[src/rtl/l2_request_arbiter_pkg.sv]
`default_nettype none
// ----------------------------------------------------------------------------
// Module  : l2_config_and_types (package)
// Brief   : L2 port configuration, request/write-lock types and helpers
// Revision: 1.0
// ----------------------------------------------------------------------------
package l2_config_and_types;

  localparam int L2_NUM_PORTS = 4;
  localparam int L2_SUB_ID_W  = 2;
  localparam int L2_PORT_W    = $clog2(L2_NUM_PORTS);
  localparam int L2_ID_W      = L2_PORT_W + L2_SUB_ID_W;
  localparam int L2_BEAT_W    = 6;

  typedef struct packed {
    logic                 active;
    logic [L2_PORT_W-1:0] port;
    logic [L2_BEAT_W-1:0] beats_remaining;
  } l2_wr_lock_t;

  typedef struct packed {
    logic [29:0]        addr;
    logic [3:0]         be;
    logic               rnw;
    logic               is_amo;
    logic [4:0]         amo_type_or_burst_size;
    logic [L2_ID_W-1:0] id;
  } l2_mem_req_t;

  // An AMO carries a single operand word; a burst carries length-1 in the field.
  function automatic logic [L2_BEAT_W-1:0] l2_write_beats(input logic       is_amo,
                                                          input logic [4:0] burst_size);
    return is_amo ? L2_BEAT_W'(1) : (L2_BEAT_W'(burst_size) + L2_BEAT_W'(1));
  endfunction

endpackage
`default_nettype wire

[src/rtl/l2_request_arbiter_rr_picker.sv]
`default_nettype none
// ----------------------------------------------------------------------------
// Module  : l2_rr_picker
// Brief   : combinational round-robin picker, search starts just after rr_ptr
// Revision: 1.0
// ----------------------------------------------------------------------------
module l2_rr_picker #(
  parameter  int N     = 4,
  localparam int IDX_W = $clog2(N)
) (
  input  logic [N-1:0]     req,
  input  logic [IDX_W-1:0] rr_ptr,
  output logic [N-1:0]     gnt,
  output logic [IDX_W-1:0] idx,
  output logic             valid
);

  int               cand;
  logic [IDX_W-1:0] cand_idx;

  always_comb begin
    gnt      = '0;
    idx      = '0;
    valid    = 1'b0;
    cand     = 0;
    cand_idx = '0;
    // rr_ptr itself is visited last, so the previous winner has lowest priority
    for (int i = 1; i <= N; i++) begin
      cand     = (int'(rr_ptr) + i) % N;
      cand_idx = IDX_W'(cand);
      if (!valid && req[cand_idx]) begin
        valid = 1'b1;
        idx   = cand_idx;
      end
    end
    if (valid) begin
      gnt[idx] = 1'b1;
    end
  end

endmodule
`default_nettype wire

[src/rtl/l2_request_arbiter.sv]
`default_nettype none
// ----------------------------------------------------------------------------
// Module  : l2_request_arbiter
// Brief   : round-robin L2 request/write-data arbiter with read-return demux
// Revision: 1.0
// ----------------------------------------------------------------------------
module l2_request_arbiter
  import l2_config_and_types::*;
#(
  localparam int NUM_PORTS = L2_NUM_PORTS,
  localparam int SUB_ID_W  = L2_SUB_ID_W,
  localparam int PORT_W    = $clog2(NUM_PORTS),
  localparam int ID_W      = $clog2(NUM_PORTS) + SUB_ID_W
) (
  input  logic                               clk,
  input  logic                               rst,

  input  logic [NUM_PORTS-1:0]               req_valid,
  output logic [NUM_PORTS-1:0]               req_ready,
  input  logic [NUM_PORTS-1:0][29:0]         req_addr,
  input  logic [NUM_PORTS-1:0][3:0]          req_be,
  input  logic [NUM_PORTS-1:0]               req_rnw,
  input  logic [NUM_PORTS-1:0]               req_is_amo,
  input  logic [NUM_PORTS-1:0][4:0]          req_amo_type_or_burst_size,
  input  logic [NUM_PORTS-1:0][SUB_ID_W-1:0] req_sub_id,

  input  logic [NUM_PORTS-1:0][31:0]         wr_data,
  input  logic [NUM_PORTS-1:0]               wr_data_valid,
  output logic [NUM_PORTS-1:0]               wr_data_read,

  output logic [29:0]                        mem_addr,
  output logic [3:0]                         mem_be,
  output logic                               mem_rnw,
  output logic                               mem_is_amo,
  output logic [4:0]                         mem_amo_type_or_burst_size,
  output logic [ID_W-1:0]                    mem_id,
  output logic                               mem_request_valid,
  input  logic                               mem_request_pop,

  output logic [31:0]                        mem_wr_data,
  output logic                               mem_wr_data_valid,
  input  logic                               mem_wr_data_read,

  input  logic [31:0]                        mem_rd_data,
  input  logic [ID_W-1:0]                    mem_rd_id,
  input  logic                               mem_rd_data_valid,
  output logic [31:0]                        rd_data,
  output logic [SUB_ID_W-1:0]                rd_sub_id,
  output logic [NUM_PORTS-1:0]               rd_data_valid
);

  logic                  mem_request_valid_q, mem_request_valid_d;
  l2_mem_req_t           mem_req_q, mem_req_d;
  l2_wr_lock_t           lock_q, lock_d;
  logic [PORT_W-1:0]     rr_ptr_q, rr_ptr_d;

  logic [NUM_PORTS-1:0]  eligible;
  logic [NUM_PORTS-1:0]  pick_gnt;
  logic [PORT_W-1:0]     pick_idx;
  logic                  pick_valid;
  logic                  slot_free;
  logic                  grant;
  logic                  beat_xfer;

  // Reads may overtake an open write burst; only writes wait for the lock.
  always_comb begin
    eligible = '0;
    for (int p = 0; p < NUM_PORTS; p++) begin
      eligible[p] = req_valid[p] & (req_rnw[p] | ~lock_q.active);
    end
  end

  l2_rr_picker #(
    .N      (NUM_PORTS)
  ) u_rr_picker (
    .req    (eligible),
    .rr_ptr (rr_ptr_q),
    .gnt    (pick_gnt),
    .idx    (pick_idx),
    .valid  (pick_valid)
  );

  assign slot_free = ~mem_request_valid_q | mem_request_pop;
  assign grant     = slot_free & pick_valid;
  assign req_ready = grant ? pick_gnt : '0;

  assign mem_wr_data       = wr_data[lock_q.port];
  assign mem_wr_data_valid = lock_q.active & wr_data_valid[lock_q.port];
  assign beat_xfer         = mem_wr_data_valid & mem_wr_data_read;

  always_comb begin
    wr_data_read = '0;
    if (beat_xfer) begin
      wr_data_read[lock_q.port] = 1'b1;
    end
  end

  always_comb begin
    mem_request_valid_d = mem_request_valid_q;
    mem_req_d           = mem_req_q;
    rr_ptr_d            = rr_ptr_q;
    lock_d              = lock_q;

    if (grant) begin
      mem_request_valid_d              = 1'b1;
      rr_ptr_d                         = pick_idx;
      mem_req_d.addr                   = req_addr[pick_idx];
      mem_req_d.be                     = req_be[pick_idx];
      mem_req_d.rnw                    = req_rnw[pick_idx];
      mem_req_d.is_amo                 = req_is_amo[pick_idx];
      mem_req_d.amo_type_or_burst_size = req_amo_type_or_burst_size[pick_idx];
      mem_req_d.id                     = {pick_idx, req_sub_id[pick_idx]};
    end else if (mem_request_pop) begin
      mem_request_valid_d = 1'b0;
    end

    if (beat_xfer) begin
      if (lock_q.beats_remaining == L2_BEAT_W'(1)) begin
        lock_d = '0;
      end else begin
        lock_d.beats_remaining = lock_q.beats_remaining - L2_BEAT_W'(1);
      end
    end

    // A write is only eligible with no lock open, so this never collides with a beat.
    if (grant && !req_rnw[pick_idx]) begin
      lock_d.active          = 1'b1;
      lock_d.port            = pick_idx;
      lock_d.beats_remaining = l2_write_beats(req_is_amo[pick_idx],
                                              req_amo_type_or_burst_size[pick_idx]);
    end
  end

  always_ff @(posedge clk or negedge rst) begin
    if (!rst) begin
      mem_request_valid_q <= 1'b0;
      mem_req_q           <= '0;
      lock_q              <= '0;
      rr_ptr_q            <= PORT_W'(NUM_PORTS - 1);
    end else begin
      mem_request_valid_q <= mem_request_valid_d;
      mem_req_q           <= mem_req_d;
      lock_q              <= lock_d;
      rr_ptr_q            <= rr_ptr_d;
    end
  end

  assign mem_request_valid          = mem_request_valid_q;
  assign mem_addr                   = mem_req_q.addr;
  assign mem_be                     = mem_req_q.be;
  assign mem_rnw                    = mem_req_q.rnw;
  assign mem_is_amo                 = mem_req_q.is_amo;
  assign mem_amo_type_or_burst_size = mem_req_q.amo_type_or_burst_size;
  assign mem_id                     = mem_req_q.id;

  assign rd_data   = mem_rd_data;
  assign rd_sub_id = mem_rd_id[SUB_ID_W-1:0];

  generate
    for (genvar p = 0; p < NUM_PORTS; p++) begin : g_rd_demux
      assign rd_data_valid[p] = mem_rd_data_valid &
                                (mem_rd_id[ID_W-1:SUB_ID_W] == PORT_W'(p));
    end
  endgenerate

endmodule
`default_nettype wire
[config.mk]
export PLATFORM = sky130hd
export DESIGN_NAME = l2_request_arbiter
export DESIGN_NICKNAME = d
export VERILOG_FILES = /design/src/rtl/l2_request_arbiter_pkg.sv /design/src/rtl/l2_request_arbiter_rr_picker.sv /design/src/rtl/l2_request_arbiter.sv
export SDC_FILE = /design/constraint.sdc
export NUM_CORES = 1
export LEC_CHECK = 0
export ABC_CLOCK_PERIOD_IN_PS = 2400
export CAP_MARGIN = 20
export CORE_AREA = 3 3 183 185
export CTS_CLUSTER_SIZE = 24
export DETAILED_ROUTE_END_ITERATION = 12
export DIE_AREA = 0 0 186 188
export HOLD_SLACK_MARGIN = 0.08
export PLACE_DENSITY_LB_ADDON = 0.25
export SYNTH_ARGS = -nofsm -noshare
export SYNTH_HDL_FRONTEND = slang
export SYNTH_SLANG_ARGS = --single-unit
[constraint.sdc]
create_clock -name clk -period 2.4 [get_ports clk]
set_input_delay 0.36 -clock clk [delete_from_list [all_inputs] [get_ports clk]]
set_output_delay 0.36 -clock clk [all_outputs]
set_load 0.1 [all_outputs]
---- After elaboration in Yosys (flattened, before gate mapping) ----
Index checks and enable logic that the tools add are counted.
operators by class
  order comparisons ....................... 8
  mux-type cells .......................... 46
  bitwise operators ....................... 18
  reduce and logical (&&, ||, !) cells .... 15
  equal/unequal tests ..................... 4
  $add $sub $neg .......................... 6
operators by type and width
  cell                                                                  count
  32-bit binary-select mux with 2-bit select                            1
  30-bit binary-select mux with 2-bit select                            1
  32-bit two-way mux                                                    1
  30-bit two-way mux                                                    1
  2-bit by 3-bit < comparator with 1-bit output, second input constant  6
  9-bit two-way mux                                                     2
  4-bit two-way mux                                                     4
  1-bit two-way mux                                                     15
  1-bit binary-select mux with 2-bit select                             7
  6-bit two-way mux                                                     2
  1-bit bitwise AND                                                     11
  5-bit binary-select mux with 2-bit select                             1
  2-bit two-way mux                                                     5
  4-bit binary-select mux with 2-bit select                             1
  5-bit by 1-bit adder with 6-bit output, second input constant         1
  6-bit by 1-bit == test with 1-bit output, second input constant       1
  1-bit logical AND                                                     6
  2-bit nonzero test                                                    3
  6-bit by 1-bit subtractor with 6-bit output, second input constant    1
  5-bit two-way mux                                                     1
  1-bit OR                                                              5
  2-bit by 1-bit adder with 2-bit output, second input constant         2
  2-bit adder, second input constant                                    2
  2-bit binary-select mux with 2-bit select                             1
  other kinds (9)                                                       16
word-level totals
  input bits .............................. 349
  logic and storage cells ................. 108
  register bits after elaboration ......... 57
  output and inout bits ................... 125

---- Logic depth before layout (Yosys ltp) ----
  word-level depth ........................ 21
  gate-level depth with buffers ........... 11
  gate-level depth less buffers ........... 9

---- Cells and area by module ----
Synthesis repeated with hierarchy kept, for this count alone.
second synthesis, totals
  cells, all modules ...................... 461
  area, all modules ....................... 4,793.3 um2
modules (own cells, without submodules)
  module              cells an instance  times used  sequential area each (um2)  area an instance (um2)
  l2_request_arbiter  427                1           1,428.9                     4,570.6
  l2_rr_picker        34                 1           0.0                         222.7

---- Least setup slack after synthesis ----
OpenSTA, ideal clock, no wires.
  path kind ............................... reg-to-output
  start ................................... register lock_q[8] in the netlist's numbering
  end ..................................... output port req_ready[1]
  arrival ................................. 3.964 ns
  data required time ...................... 2.040 ns
  cell stages (with the launch flop) ...... 9
  path slack .............................. -1.924 ns
  cells stage by stage .................... dfrtp_1 and2b_2 nor4_2 a41o_1 a221o_1 buf_6 buf_6 clkbuf_1 nor3b_1
between the ends
  cells in the longest elaborated chain, start to end .. 21
RTL lines
  element                                                                                                                                                     line                                text
  from (decl)                                                                                                                                                 l2_request_arbiter.sv:54            l2_wr_lock_t lock_q, lock_d;
  from (signal assigned)                                                                                                                                      l2_request_arbiter.sv:143           lock_q <= lock_d;
  1-bit inverter *                                                                                                                                            l2_request_arbiter.sv:69            eligible[p] = req_valid[p] & (req_rnw[p] | ~lock_q.active);
  1-bit OR                                                                                                                                                    l2_request_arbiter.sv:69
  1-bit bitwise AND                                                                                                                                           l2_request_arbiter.sv:69
  1-bit binary-select mux with 2-bit select                                                                                                                   l2_request_arbiter_rr_picker.sv:31  if (!valid && req[cand_idx]) begin
  1-bit two-way mux (not written as such)                                                                                                                     l2_request_arbiter_rr_picker.sv:31
  1-bit two-way mux                                                                                                                                           l2_request_arbiter_rr_picker.sv:31
  1-bit zero test                                                                                                                                             l2_request_arbiter_rr_picker.sv:31
  1-bit logical AND                                                                                                                                           l2_request_arbiter_rr_picker.sv:31
  [5 not listed]                                                                                                                                              --
  1-bit logical AND                                                                                                                                           l2_request_arbiter_rr_picker.sv:31
  2-bit two-way mux                                                                                                                                           l2_request_arbiter_rr_picker.sv:31
  2-bit by 3-bit < comparator with 1-bit output (not written as such) / 2-bit by 1-bit greater-or-equal comparator with 1-bit output (equally long branches)  l2_request_arbiter_rr_picker.sv:37  gnt[idx] = 1'b1;
  1-bit logical AND (not written as such)                                                                                                                     l2_request_arbiter_rr_picker.sv:37
  1-bit two-way mux (not written as such)                                                                                                                     l2_request_arbiter_rr_picker.sv:37
  1-bit demux with 2-bit select                                                                                                                               --
  4-bit two-way mux                                                                                                                                           l2_request_arbiter_rr_picker.sv:36  if (valid) begin
  4-bit two-way mux *                                                                                                                                         l2_request_arbiter.sv:85            assign req_ready = grant ? pick_gnt : '0;
  to (decl)                                                                                                                                                   l2_request_arbiter.sv:19            output logic [NUM_PORTS-1:0] req_ready,
Every way passes the cells marked *; elsewhere a longest branch is shown, timed or not. The select of a mux whose other input is x is not followed.

---- Worst setup path in the final report ----
Same ends and word-level chain as after synthesis.

==> key figures <==
Outcome
  • Status: finished with violations
  • Failing checks: negative setup slack

Clock tree
  • Worst-path clk slew: 0.06 ns
  • Num CTS Buffers: 9
  • CTS tree: yes
  • Clock Path Buffers: 2
  • Root Buffer: clkbuf_16
  • Number of clock sinks: 57
  • Hold_buf cts: 0
  • Worst skew pair latency: 0.34 ns
  • H-Tree Depth: 3

Layout
  • Filler Cell Count: 3347
  • Layout overhead on the synthesized area: 117%
  • Share of layout cells above drive strength 1: 0.273
  • Total Nets Final: 1390

Route
  • DRC viols: 0
  • Antenna Nets Post-Route: 0
  • DR pass1 iterations: 4
  • Via count: 6014
  • Wirelength per Cell: 19.2 µm
  • 1st-iter DRT viols: 130
  • Post-Route WL: 28.0 mm
  • Vias/cell: 4.13

Floorplanning
  • Die Span Y: 188 µm
  • Core area: 32200 µm²
  • Width of the die: 186 µm
  • Die area: 35000 µm²
  • Top Ports: 474
  • Row Count: 66
  • Initial core utilization: 0.154

Setup path
  • Crit-path max FO: 38
  • Req. time, crit path: 2.04 ns
  • CP arrival: 2.25 ns
  • Setup Crit Path Kind: flop to output pin
  • Critical path capture point type: output pin
  • Startpoint types: flop

Power and ir drop
  • Total power draw: 15600 µW
  • Leak Pwr: 0.00451 µW
  • Max rail drop VDD: 0.000739 V
  • Pwr dens: 1450 nW/µm²

Global routing
  • Antenna violations before repair: 8
  • Grt met1 use: 0.142
  • First-pass GRT wire length: 38.6 mm
  • Met3 GRT Util: 0.0462
  • Largest net degree at the start of global routing: 60
  • Tot GR Track Use: 0.149
  • Vias in the first global route: 6288
  • Gr busiest metal: met2
  • Met2 Use GR: 0.300
  • GR Overflow Total: 0

Synthesis
  • Syn Inst Count: 629
  • Area contributors post-synth: dfrtp_1 28%, nand2_1 18%, mux4_2 15%, o21ai_0 5.2%, buf_4 5.1%
  • Yosys reg bits: 57
  • Mean Syn Cell Area: 7.90 µm²
  • Post-Syn Area: 4970 µm²
  • Synth area leader: dfrtp_1
  • Ys Warns: 0
  • Distinct cells, synth: 48
  • Yosys top cell area share: 0.277
  • Sequential share of the synthesized area: 0.288
  • Post-Synthesis Net Count: 981

Job
  • Max_cap viols: 0

Timing
  • # setup viols final: 13
  • Fin crit period: 2.61 ns
  • Final hold vios: 0
  • Final worst slack: -0.207 ns
  • Worst slew pin tran: 0.800 ns
  • RSZ-0062 raised after global routing: true
  • Max-Slew Margin vs Limit: 0.467
  • Worst hold slack: 0.0999 ns
  • Fin crit share: 1.09
  • Final Max Slew Viols: 0
  • Skew final: 0.0108 ns
  • Achievable Freq: 0.384 GHz

Placed design
  • Place WS: -0.451 ns
  • IO Port Bufs: 405
  • Gp weighted congestion: 0.819
  • DP HPWL: 23.0 mm

Min path
  • Hold Crit Class: primary input to async pin
kinds of logic (layout without fill, tap and decap cells):
group           Yosys count  after routing  synth area share
mux                      57             57             0.208
other cells               0              6                 0
buf+inv                  86            500             0.102
compound gates           98             98             0.113
xor+xnor                  3              3           0.00529
flops                    57             57             0.288
simple gates            325            325             0.276
fa+ha+maj                 3              3           0.00756
metal layers:
metal,part of all wire,routed length (µm)
met2,0.56,15700
met1,0.33,9310
met4,0.021,598
met3,0.086,2410
met5,0,0
report_power, final:
part           switching (µW)  leakage [µW]  total (µW)  internal, µW
Clock                     483      0.000135        1240           755
Combinational            8130       0.00369       12600          4460
Sequential                346      0.000683        1790          1450
timing repair:
item	CTS	global route
setup buffers	12	4
pin swaps	9	9
cloned	0	4
resized for setup	32	68
endpoints found under the setup margin	14	40
cells in the mapped netlist, drive strengths merged:
master / number
a31oi: 2
a211oi: 2
dfrtp: 55
xor2: 2
nand2b: 6
a21o: 1
o22ai: 5
buf: 64
nor3: 4
a21oi: 4
nand4: 3
mux2: 8
nor2: 8
ha: 3
or3: 1
a311oi: 1
nand3: 41
o2bb2ai: 1
and2: 4
nor4: 2
a221o: 1
xnor2: 1
mux4: 33
or4: 2
dfstp: 2
mux2i: 16
and2b: 1
nor3b: 4
nand2: 244
inv: 5
nor2b: 1
nand3b: 1
a311o: 1
clkbuf: 17
o21ai: 78
a41o: 1
a22oi: 1
and3: 3
registers in the layout, indices dropped and copies added (netlist names):
signal,cells
lock_q,9
mem_addr,30
mem_amo_type_or_burst_size,5
mem_be,4
mem_id,4
mem_is_amo,1
mem_request_valid,1
mem_rnw,1
rr_ptr_q,2
area by class of cell:
class | count | area (µm²) | area share
Timing Repair Buffer | 479 | 5170 | 0.480
Multi-Input combinational cell | 486 | 3350 | 0.311
Sequential cell | 57 | 1430 | 0.133
Tap cell | 408 | 510 | 0.0473
Clock buffer | 12 | 256 | 0.0238
Clock inverter | 4 | 28.8 | 0.00267
Inverter | 5 | 18.8 | 0.00174
Antenna cell | 6 | 15.0 | 0.00139
path summary, 6_finish.rpt:
path                                            start                  endpoint  slack, ns  depth (start not counted)
worst min-delay path                              rst  mem_addr[24]$_DFFE_PN0P_        0.1                          1
worst min register to register  mem_be[1]$_DFFE_PN0P_     mem_be[1]$_DFFE_PN0P_       0.48                          2
max in group asynchronous                         rst     mem_id[2]$_DFFE_PN0P_       1.64                          2
worst max register to register  lock_q[8]$_DFFE_PN0P_     lock_q[3]$_DFFE_PN0P_      -0.13                         12
worst max-delay path            lock_q[8]$_DFFE_PN0P_              req_ready[1]      -0.21                          7
min in group clk                mem_be[1]$_DFFE_PN0P_     mem_be[1]$_DFFE_PN0P_       0.48                          2
placed cells by master, fill, tap and decap left out, types with 8 or more instances in the layout:
| master | netlist | routed |
|---|---|---|
| clkdlybuf4s50_1 | 0 | 308 |
| nand2_1 | 244 | 238 |
| buf_4 | 34 | 94 |
| o21ai_1 | 26 | 56 |
| buf_12 | 0 | 54 |
| dfrtp_1 | 55 | 52 |
| nand3_1 | 40 | 36 |
| mux4_2 | 33 | 33 |
| o21ai_0 | 52 | 16 |
| clkbuf_16 | 0 | 12 |
| buf_6 | 4 | 11 |
| mux2i_4 | 3 | 8 |
per-stage QoR:
| step | std cells | cell area, µm² | utilization | setup TNS, ns |
|---|---|---|---|---|
| final | 1457 | 10800 | 0.335 | -1.40 |
| after global routing | 1453 | 10800 | 0.335 | -3.44 |
| after CTS | 1444 | 10500 | 0.326 | -1.26 |
| after detailed placement | 1416 | 10000 | 0.311 | -15.80 |
| after global placement | 1416 | 10000 | 0.311 | -14.43 |
| after floorplan | 629 | 5060 | - | -1.96 |
worst max-delay path: stages (launching register included):
cell and delay, ns:
dfrtp_2 0.43, and2b_2 0.25, nor4_4 0.33, a311oi_4 0.10
buf_12 0.16, buf_12 0.16, nor3b_4 0.23, buf_12 0.20
(Power assumes the default switching activity.)
